--- config.mk ---
export PLATFORM = sky130hd
export DESIGN_NAME = lbist_ctrl
export DESIGN_NICKNAME = d
export VERILOG_FILES = /design/src/rtl/lbist_pkg.sv /design/src/rtl/lbist_pat_counter.sv /design/src/rtl/lbist_ctrl.sv
export SDC_FILE = /design/constraint.sdc
export NUM_CORES = 1
export LEC_CHECK = 0
export ABC_AREA = 1
export CORE_ASPECT_RATIO = 1.25
export CORE_MARGIN = 2
export CORE_UTILIZATION = 50
export DETAILED_ROUTE_END_ITERATION = 16
export HOLD_SLACK_MARGIN = 0.1
export PLACE_DENSITY_LB_ADDON = 0.2
export SYNTH_ARGS = -nofsm -noshare
export SYNTH_HDL_FRONTEND = slang
export SYNTH_SLANG_ARGS = --single-unit
--- constraint.sdc ---
create_clock -name clk -period 2 [get_ports clk]
set_clock_uncertainty 0.05 [all_clocks]
set_input_delay 0.4 -clock clk [delete_from_list [all_inputs] [get_ports clk]]
set_output_delay 0.4 -clock clk [all_outputs]
set_load 0.05 [all_outputs]
--- src/rtl/lbist_pkg.sv ---
// Shared types and constants for the logic-BIST sequencer.
package lbist_pkg;

    typedef enum logic [2:0] {
        IDLE    = 3'd0,
        INIT    = 3'd1,
        RUN     = 3'd2,
        FLUSH   = 3'd3,
        COMPARE = 3'd4,
        DONE    = 3'd5
    } lbist_state_e;

    typedef struct packed {
        logic lfsr_load;
        logic lfsr_en;
        logic misr_clr;
        logic misr_en;
        logic test_mode;
        logic busy;
        logic done;
    } lbist_ctrl_t;

    localparam int DEF_WIDTH = 8;
    localparam int DEF_CNT_W = 16;

    // MISR polynomial: MSB is fed back into bits 0, 1, 5 and 6.
    localparam logic [7:0] MISR_TAPS = 8'b0110_0011;

endpackage

--- src/rtl/lbist_pat_counter.sv ---
// Pattern counter: latches the run length, counts applied patterns, flags the last one.
module lbist_pat_counter
    import lbist_pkg::*;
#(
    parameter int CNT_W = DEF_CNT_W
) (
    input  logic             clk,
    input  logic             rst,
    input  logic             load,
    input  logic             inc,
    input  logic [CNT_W-1:0] limit_in,
    output logic [CNT_W-1:0] cnt,
    output logic             last,
    output logic             empty
);

    logic [CNT_W-1:0] limit;

    always_ff @(posedge clk or negedge rst) begin
        if (!rst) begin
            cnt   <= '0;
            limit <= '0;
        end else if (load) begin
            cnt   <= '0;
            limit <= limit_in;
        end else if (inc) begin
            cnt <= cnt + 1'b1;
        end
    end

    // Only consulted while running, where limit is known to be non-zero.
    assign last  = (cnt == limit - 1'b1);
    assign empty = (limit == '0);

endmodule

--- src/rtl/lbist_ctrl.sv ---
// Logic-BIST sequencer: LFSR seeding, pattern run, CUT flush, signature compare.
// Optional abort input enabled by defining LBIST_ABORT_EN.
module lbist_ctrl
    import lbist_pkg::*;
#(
    parameter int WIDTH   = DEF_WIDTH,
    parameter int CNT_W   = DEF_CNT_W,
    parameter int CUT_LAT = 1
) (
    input  logic             clk,
    input  logic             rst,
    input  logic             start,
    input  logic [CNT_W-1:0] num_patterns,
    input  logic [WIDTH-1:0] seed,
    input  logic [WIDTH-1:0] golden_sig,
    input  logic [WIDTH-1:0] misr_sig,
    output logic             lfsr_load,
    output logic [WIDTH-1:0] lfsr_seed,
    output logic             lfsr_en,
    output logic             misr_clr,
    output logic             misr_en,
    output logic             test_mode,
    output logic             busy,
    output logic             done,
    output logic             pass,
    output logic [CNT_W-1:0] pat_cnt
`ifdef LBIST_ABORT_EN
    ,
    input  logic             abort
`endif
);

    localparam logic [3:0] FLUSH_LAST = 4'(CUT_LAT > 0 ? CUT_LAT - 1 : 0);

    lbist_state_e     state, next_state;
    lbist_ctrl_t      ctrl_next, ctrl_q;
    logic [3:0]       flush_cnt;
    logic [WIDTH-1:0] golden_q;
    logic             accept, cnt_last, cnt_empty, abort_req, in_busy;

`ifdef LBIST_ABORT_EN
    assign abort_req = abort;
`else
    assign abort_req = 1'b0;
`endif

    assign accept  = start && (state == IDLE || state == DONE);
    assign in_busy = state inside {INIT, RUN, FLUSH, COMPARE};

    lbist_pat_counter #(.CNT_W(CNT_W)) u_pat_counter (
        .clk      (clk),
        .rst      (rst),
        .load     (accept),
        .inc      (state == RUN),
        .limit_in (num_patterns),
        .cnt      (pat_cnt),
        .last     (cnt_last),
        .empty    (cnt_empty)
    );

    always_ff @(posedge clk or negedge rst) begin
        if (!rst) begin
            state     <= IDLE;
            ctrl_q    <= '0;
            flush_cnt <= '0;
            lfsr_seed <= '0;
            pass      <= 1'b0;
        end else begin
            state     <= next_state;
            ctrl_q    <= ctrl_next;
            flush_cnt <= (state == FLUSH) ? flush_cnt + 4'd1 : 4'd0;
            if (accept) begin
                lfsr_seed <= seed;
                pass      <= 1'b0;
            end else if (state == COMPARE && !abort_req) begin
                pass <= (misr_sig == golden_q);
            end
        end
    end

    // Golden value is pure data; it is always rewritten before it is compared.
    always_ff @(posedge clk) begin
        if (accept) golden_q <= golden_sig;
    end

    // Outputs are decoded from the next state so they line up with the state register.
    always_comb begin
        next_state = state;
        ctrl_next  = '0;
        case (state)
            IDLE, DONE: if (start) next_state = INIT;
            INIT:       next_state = cnt_empty ? COMPARE : RUN;
            RUN:        if (cnt_last) next_state = (CUT_LAT == 0) ? COMPARE : FLUSH;
            FLUSH:      if (flush_cnt == FLUSH_LAST) next_state = COMPARE;
            COMPARE:    next_state = DONE;
            default:    next_state = IDLE;
        endcase
        if (abort_req && in_busy) next_state = DONE;

        ctrl_next.lfsr_load = (next_state == INIT);
        ctrl_next.misr_clr  = (next_state == INIT);
        ctrl_next.lfsr_en   = (next_state == RUN);
        ctrl_next.misr_en   = (next_state == RUN) || (next_state == FLUSH);
        ctrl_next.test_mode = next_state inside {INIT, RUN, FLUSH};
        ctrl_next.busy      = next_state inside {INIT, RUN, FLUSH, COMPARE};
        ctrl_next.done      = (next_state == DONE);
    end

    assign lfsr_load = ctrl_q.lfsr_load;
    assign lfsr_en   = ctrl_q.lfsr_en;
    assign misr_clr  = ctrl_q.misr_clr;
    assign misr_en   = ctrl_q.misr_en;
    assign test_mode = ctrl_q.test_mode;
    assign busy      = ctrl_q.busy;
    assign done      = ctrl_q.done;

endmodule

== Word-level counts from Yosys, hierarchy flattened ==
Index checks and enable logic that the tools add are counted.

* Equal/unequal tests: 12
* Multiplexer cells: 10
* $add $sub $neg: 3
* Reductions and logical operators: 11

{| class="wikitable"
|+ Operators by type and width
! operator !! number
|-
| $mux W16 || 2
|-
| $add A16 B1 Y16 const B || 1
|-
| $eq A16 B16 Y1 || 1
|-
| $logic_not A16 Y1 || 1
|-
| $sub A16 B1 Y16 const B || 1
|-
| $pmux W3 S5 || 1
|-
| $eq A3 B2 Y1 const B || 4
|-
| $eq A3 B3 Y1 const B || 4
|-
| $mux W3 || 4
|-
| $eq A8 B8 Y1 || 1
|-
| $eq A3 B1 Y1 const B || 2
|-
| $add A4 B1 Y4 const B || 1
|-
| $logic_not A4 Y1 || 1
|-
| $mux W4 || 1
|-
| $reduce_bool A2 Y1 || 2
|-
| $reduce_bool A4 Y1 || 1
|-
| $logic_not A3 Y1 || 1
|-
| $reduce_bool A3 Y1 || 1
|-
| $logic_or A1 B1 Y1 || 2
|-
| $mux W1 || 2
|-
| $reduce_or A2 Y1 || 1
|-
| $logic_and A1 B1 Y1 || 1
|}

* Output and inout port bits: 32
* Input port bits: 43
* Flip-flop bits (word level): 62
* Logic and storage cells: 49

== Logic depth before layout (Yosys ltp) ==
Gate-level depths: netlist of run 1.

* Depth in word-level cells: 6
* Gate-level depth with buffers: 14
* Mapped depth without buffers: 14

== Cells and area by module ==
A second synthesis of run 1 with hierarchy kept.

* Cells, all modules: 462
* Area total of the unflattened synthesis: 3498.4 µm²

{| class="wikitable"
|+ Modules (own cells, without submodules)
! module !! instances !! area an instance (µm²) !! seq. area each (µm²) !! cells each
|-
| lbist_pat_counter || 1 || 2119.5 || 800.8 || 311
|-
| lbist_ctrl || 1 || 1378.8 || 790.8 || 151
|}

== Least setup slack after synthesis of run 1 ==
No wires, ideal clock.

* Path kind: flip-flop to flip-flop
* Start: register u_pat_counter.cnt[1]
* End: register u_pat_counter.cnt[10]
* Stages on the path, launching flop included: 10
* Buffers on the path: 0
* Arrival time: 1.832 ns
* Setup time: 0.087 ns
* Slack: 0.032 ns
* Required time: 1.863 ns
* Clock period less this slack: 1.968 ns
* Path through: dfrtp_1 -> ha_1 -> nand2_1 -> nor2_1 -> inv_2 -> nor2_2 -> nand3_1 -> nor3_2 -> nand2_1 -> a211oi_2

* Word-level cells in the longest chain between the ends: 3

{| class="wikitable"
|+ RTL lines
! what !! line !! RTL
|-
| from (decl) || lbist_pat_counter.sv:12 || <nowiki>output logic [CNT_W-1:0] cnt,</nowiki>
|-
| from (signal assigned) || lbist_pat_counter.sv:27 || <nowiki>cnt <= cnt + 1'b1;</nowiki>
|-
| $add A16 B1 Y16 || lbist_pat_counter.sv:27 ||
|-
| $mux W16 || lbist_pat_counter.sv:26 || <nowiki>end else if (inc) begin</nowiki>
|-
| $mux W16 || lbist_pat_counter.sv:23 || <nowiki>end else if (load) begin</nowiki>
|}

Every way passes these cells. The select of a mux whose other input is x is not followed.
A chain may end at the register's enable or synchronous reset.

== Final worst setup path of run 1 ==
* Start: register lfsr_seed[1]
* End: output port lfsr_seed[1]

{| class="wikitable"
|+ RTL lines
! what !! line !! RTL
|-
| from (decl) || lbist_ctrl.sv:18 || <nowiki>output logic [WIDTH-1:0] lfsr_seed,</nowiki>
|-
| from (signal assigned) || lbist_ctrl.sv:66 || <nowiki>lfsr_seed <= '0;</nowiki>
|-
| from (signal assigned) || lbist_ctrl.sv:73 || <nowiki>lfsr_seed <= seed;</nowiki>
|}

No word-level cell between the ends.

==> metrics, run 1 <==
fin area=0.00446 sq mm; Final Cycle Share=97.6%; top_reg_cell synth=dfrtp_1; maximum clock path buffer count=2; Avg Cell Area, Syn=7.84 sq um; synthesized net count=468; initial antenna violation count=0; CTS Buf Count=9; RSZ-0062 raised after global routing=yes; global-route wire length before repair=12.5 mm; WS Path Type=flop to output pin; Mapped Area=0.00330 sq mm; Mapped Cells=421; Seq/Total Area, Yosys=48.2%; Die Area=0.00727 sq mm; Worst Path Required=1.55 ns; CTS root buf=clkbuf_8; worst-case vdd ir drop=0.891 mV; WP buf/inv=1; slowest cell delay on critical path=0.81 ns; fin crit period=1.95 ns; P_leak=0.00217 uW; worst r2r src=state[2]; core area=0.00648 sq mm; Reg2Reg Capture Point=u_pat_counter.cnt[12]; clock-pin slew on the worst setup and hold paths=0.07 ns; clk_lat worst skew=0.34 ns; fmax=512 MHz; setup-violating endpoint count in the final report=0; share of cells above drive strength 1=16.0%; router iterations before antenna repair=5; WL per Instance=12.5 microns; vias in the first global route=2,865; Async SR Flop Fraction=87.1%; GRT Total Usage=22.0%; area grow syn2layout=35.2%; status=complete, no violations; Comb power frac=48.4%; Total Neg Setup Slack=0 ns; DR vias=2,987; Initial Util=50.9%; Worst-Margin Slew=0.509 ns; nets@finish=560; Setup crit start kind=flop; r2r setup slk=0.13 ns; pwr dens=1360 mW/mm^2; Slew Limit Fails=0; number of synthesized flops with an enable pin=8; number of port buffers=74; Min-Delay Path Class=flop to flop; Flop pwr share=33.9%; hold path endpoint=lfsr_seed[5]; crit-path max FO=2; GR Overflow Total=0; Hold Path Stages=2; Cell Chain, Critical Path=clkdlybuf4s50_1; CP Capture Type=output pin; Horiz. Die Dim=76.7 microns; Remaining DRCs=0; Final Hold Viols=0; Hold Startpoint=lfsr_seed[5]; Sw Pwr=2740 uW; Area after DPL=0.00413 sq mm; switching share of power=45.3%; dpl hpwl=5.63 mm; internal power=3320 uW; Ports=75; FF+latch count, synth=62; Detailed Route Iter0 Violations=126; Vert. Die Dim=94.9 microns; pin count of the biggest net entering global routing=38; # diodes=0; Unique masters post-synth=35; Arr. time, crit path=1.50 ns; H-tree depth=3; Site Rows=33; CTS Sinks=62; DRT antenna net count=0; R2R cell count=8; CTS tree=done; Slowest-stage cell, CP=clkdlybuf4s50_1; Clk pwr share=17.7%; Finished Core Util=68.8%; max_cap viols=0; Crit path max-delay family=buffers and inverters; worst slack at placement=0.0649 ns; wirelength, routed=7.54 mm; Vias/cell=4.94; Ys Warns=0; slew margin rel.=66.0%; GP Congestion=0.906; final setup margin=0.0486 ns
metrics by stage:
step | total power, uW | instances | hold slack [ns]
after detailed placement | 4840 | 579 | 0.340
after floorplan | 3960 | 421 | 0.0544
after global placement | 4770 | 579 | 0.347
after CTS | 5930 | 596 | 0.425
after global routing | 6550 | 605 | 0.460
final | 6060 | 605 | 0.424
cells by family after synthesis:
kind of cell / after synthesis / share of synthesized area (%)
AOI/OAI and AO/OA: 41 / 6.71
xor gates and xnor gates: 16 / 4.24
adders and majority gates: 4 / 1.52
buffers and inverters: 59 / 6.97
DFF: 62 / 48.2
and+or+nand+nor: 239 / 32.4
worst max-delay path by stage:
stage,startpoint,to,depth (start not counted)
after global placement,u_pat_counter.limit[2],busy,12
after floorplan,u_pat_counter.cnt[1],u_pat_counter.cnt[10],9
after global routing,u_pat_counter.limit[0],busy,11
final,lfsr_seed[1],lfsr_seed[1],1
after CTS,lfsr_en,lfsr_en,1
after detailed placement,u_pat_counter.limit[0],busy,11
cells in the mapped netlist (4+ instances only):
library cell	number	area share (%)
nand3_1	22	3.3
edfxtp_1	8	7.3
nand4_1	6	1.1
a21oi_1	14	2.1
inv_1	43	4.9
nand2_1	133	15
o21ai_1	6	0.91
nor2_1	45	5.1
buf_2	4	0.61
xor2_1	8	2.1
nor2_2	4	0.76
dfrtp_1	54	41
xnor2_1	8	2.1
nor3_1	7	1.1
ha_1	4	1.5
nor2_4	4	1.4
inv_2	8	0.91
o21ai_0	17	2.6
worst min-delay path, cell delays in order, from the launching register on:
cell,delay [ns]
dfrtp_1,0.35
nand2_1,0.05
nand2_1,0.05
placed cells by master (no fill, tap or decap), drive strengths merged, types with 2 or more instances in the layout:
cell,count
clkinv,5
nor3,10
nand4,6
nor2,53
a21oi,14
nand3,23
buf,30
nand3b,2
dlymetal6s2s,5
a211oi,2
ha,4
clkdlybuf4s50,51
or2,4
dfrtp,54
nor4,2
xnor2,8
edfxtp,8
nand2,135
o21ai,23
clkbuf,9
inv,52
nor3b,3
xor2,8
layout make-up:
type	count	area [sq um]
repair buffers	88	840
well taps	87	109
clock buffers	9	124
inverters	52	195
multi-input cells	300	1530
fillers	540	2020
flip-flops and latches	62	1590
clock inverters	7	72.6
metal layers:
layer	share of wire [%]	GRT usage (%)
met1	44	27.9
met2	47	35.0
met3	5.8	5.45
met4	2.8	11.4
met5	0	0
state kept, by name, summed over array words and instances, names as in the netlist:
register and count:
golden_q 8, state 3, misr_en 1, misr_clr 1, lfsr_en 1, u_pat_counter.limit 16, busy 1, test_mode 1
flush_cnt 4, lfsr_seed 8, pass 1, u_pat_counter.cnt 16, done 1
repair_timing:
action                                  CTS  global route
endpoints found under the setup margin    1            11
setup buffers                             0             9
pin swaps                                 0             8
resized for setup                         1            19
endpoints found under the hold margin    20             0
hold buffers                              1             0
power by group through the flow:
| stage | clock [uW] | sequential (uW) | combinational, uW |
|---|---|---|---|
| after detailed placement | 0 | 2060 | 2780 |
| final | 1070 | 2060 | 2930 |
| after floorplan | 0 | 2520 | 1440 |
| after global placement | 0 | 2060 | 2710 |
| after global routing | 1170 | 2110 | 3270 |
| after CTS | 1100 | 2050 | 2780 |
(Power assumes the default switching activity.)
==> inputs of run 2 (changes only) <==
- ABC_CLOCK_PERIOD_IN_PS: unset -> 2000
==> results of run 2 <==
Final layout, timing and power as in run 1 (identical DEF).
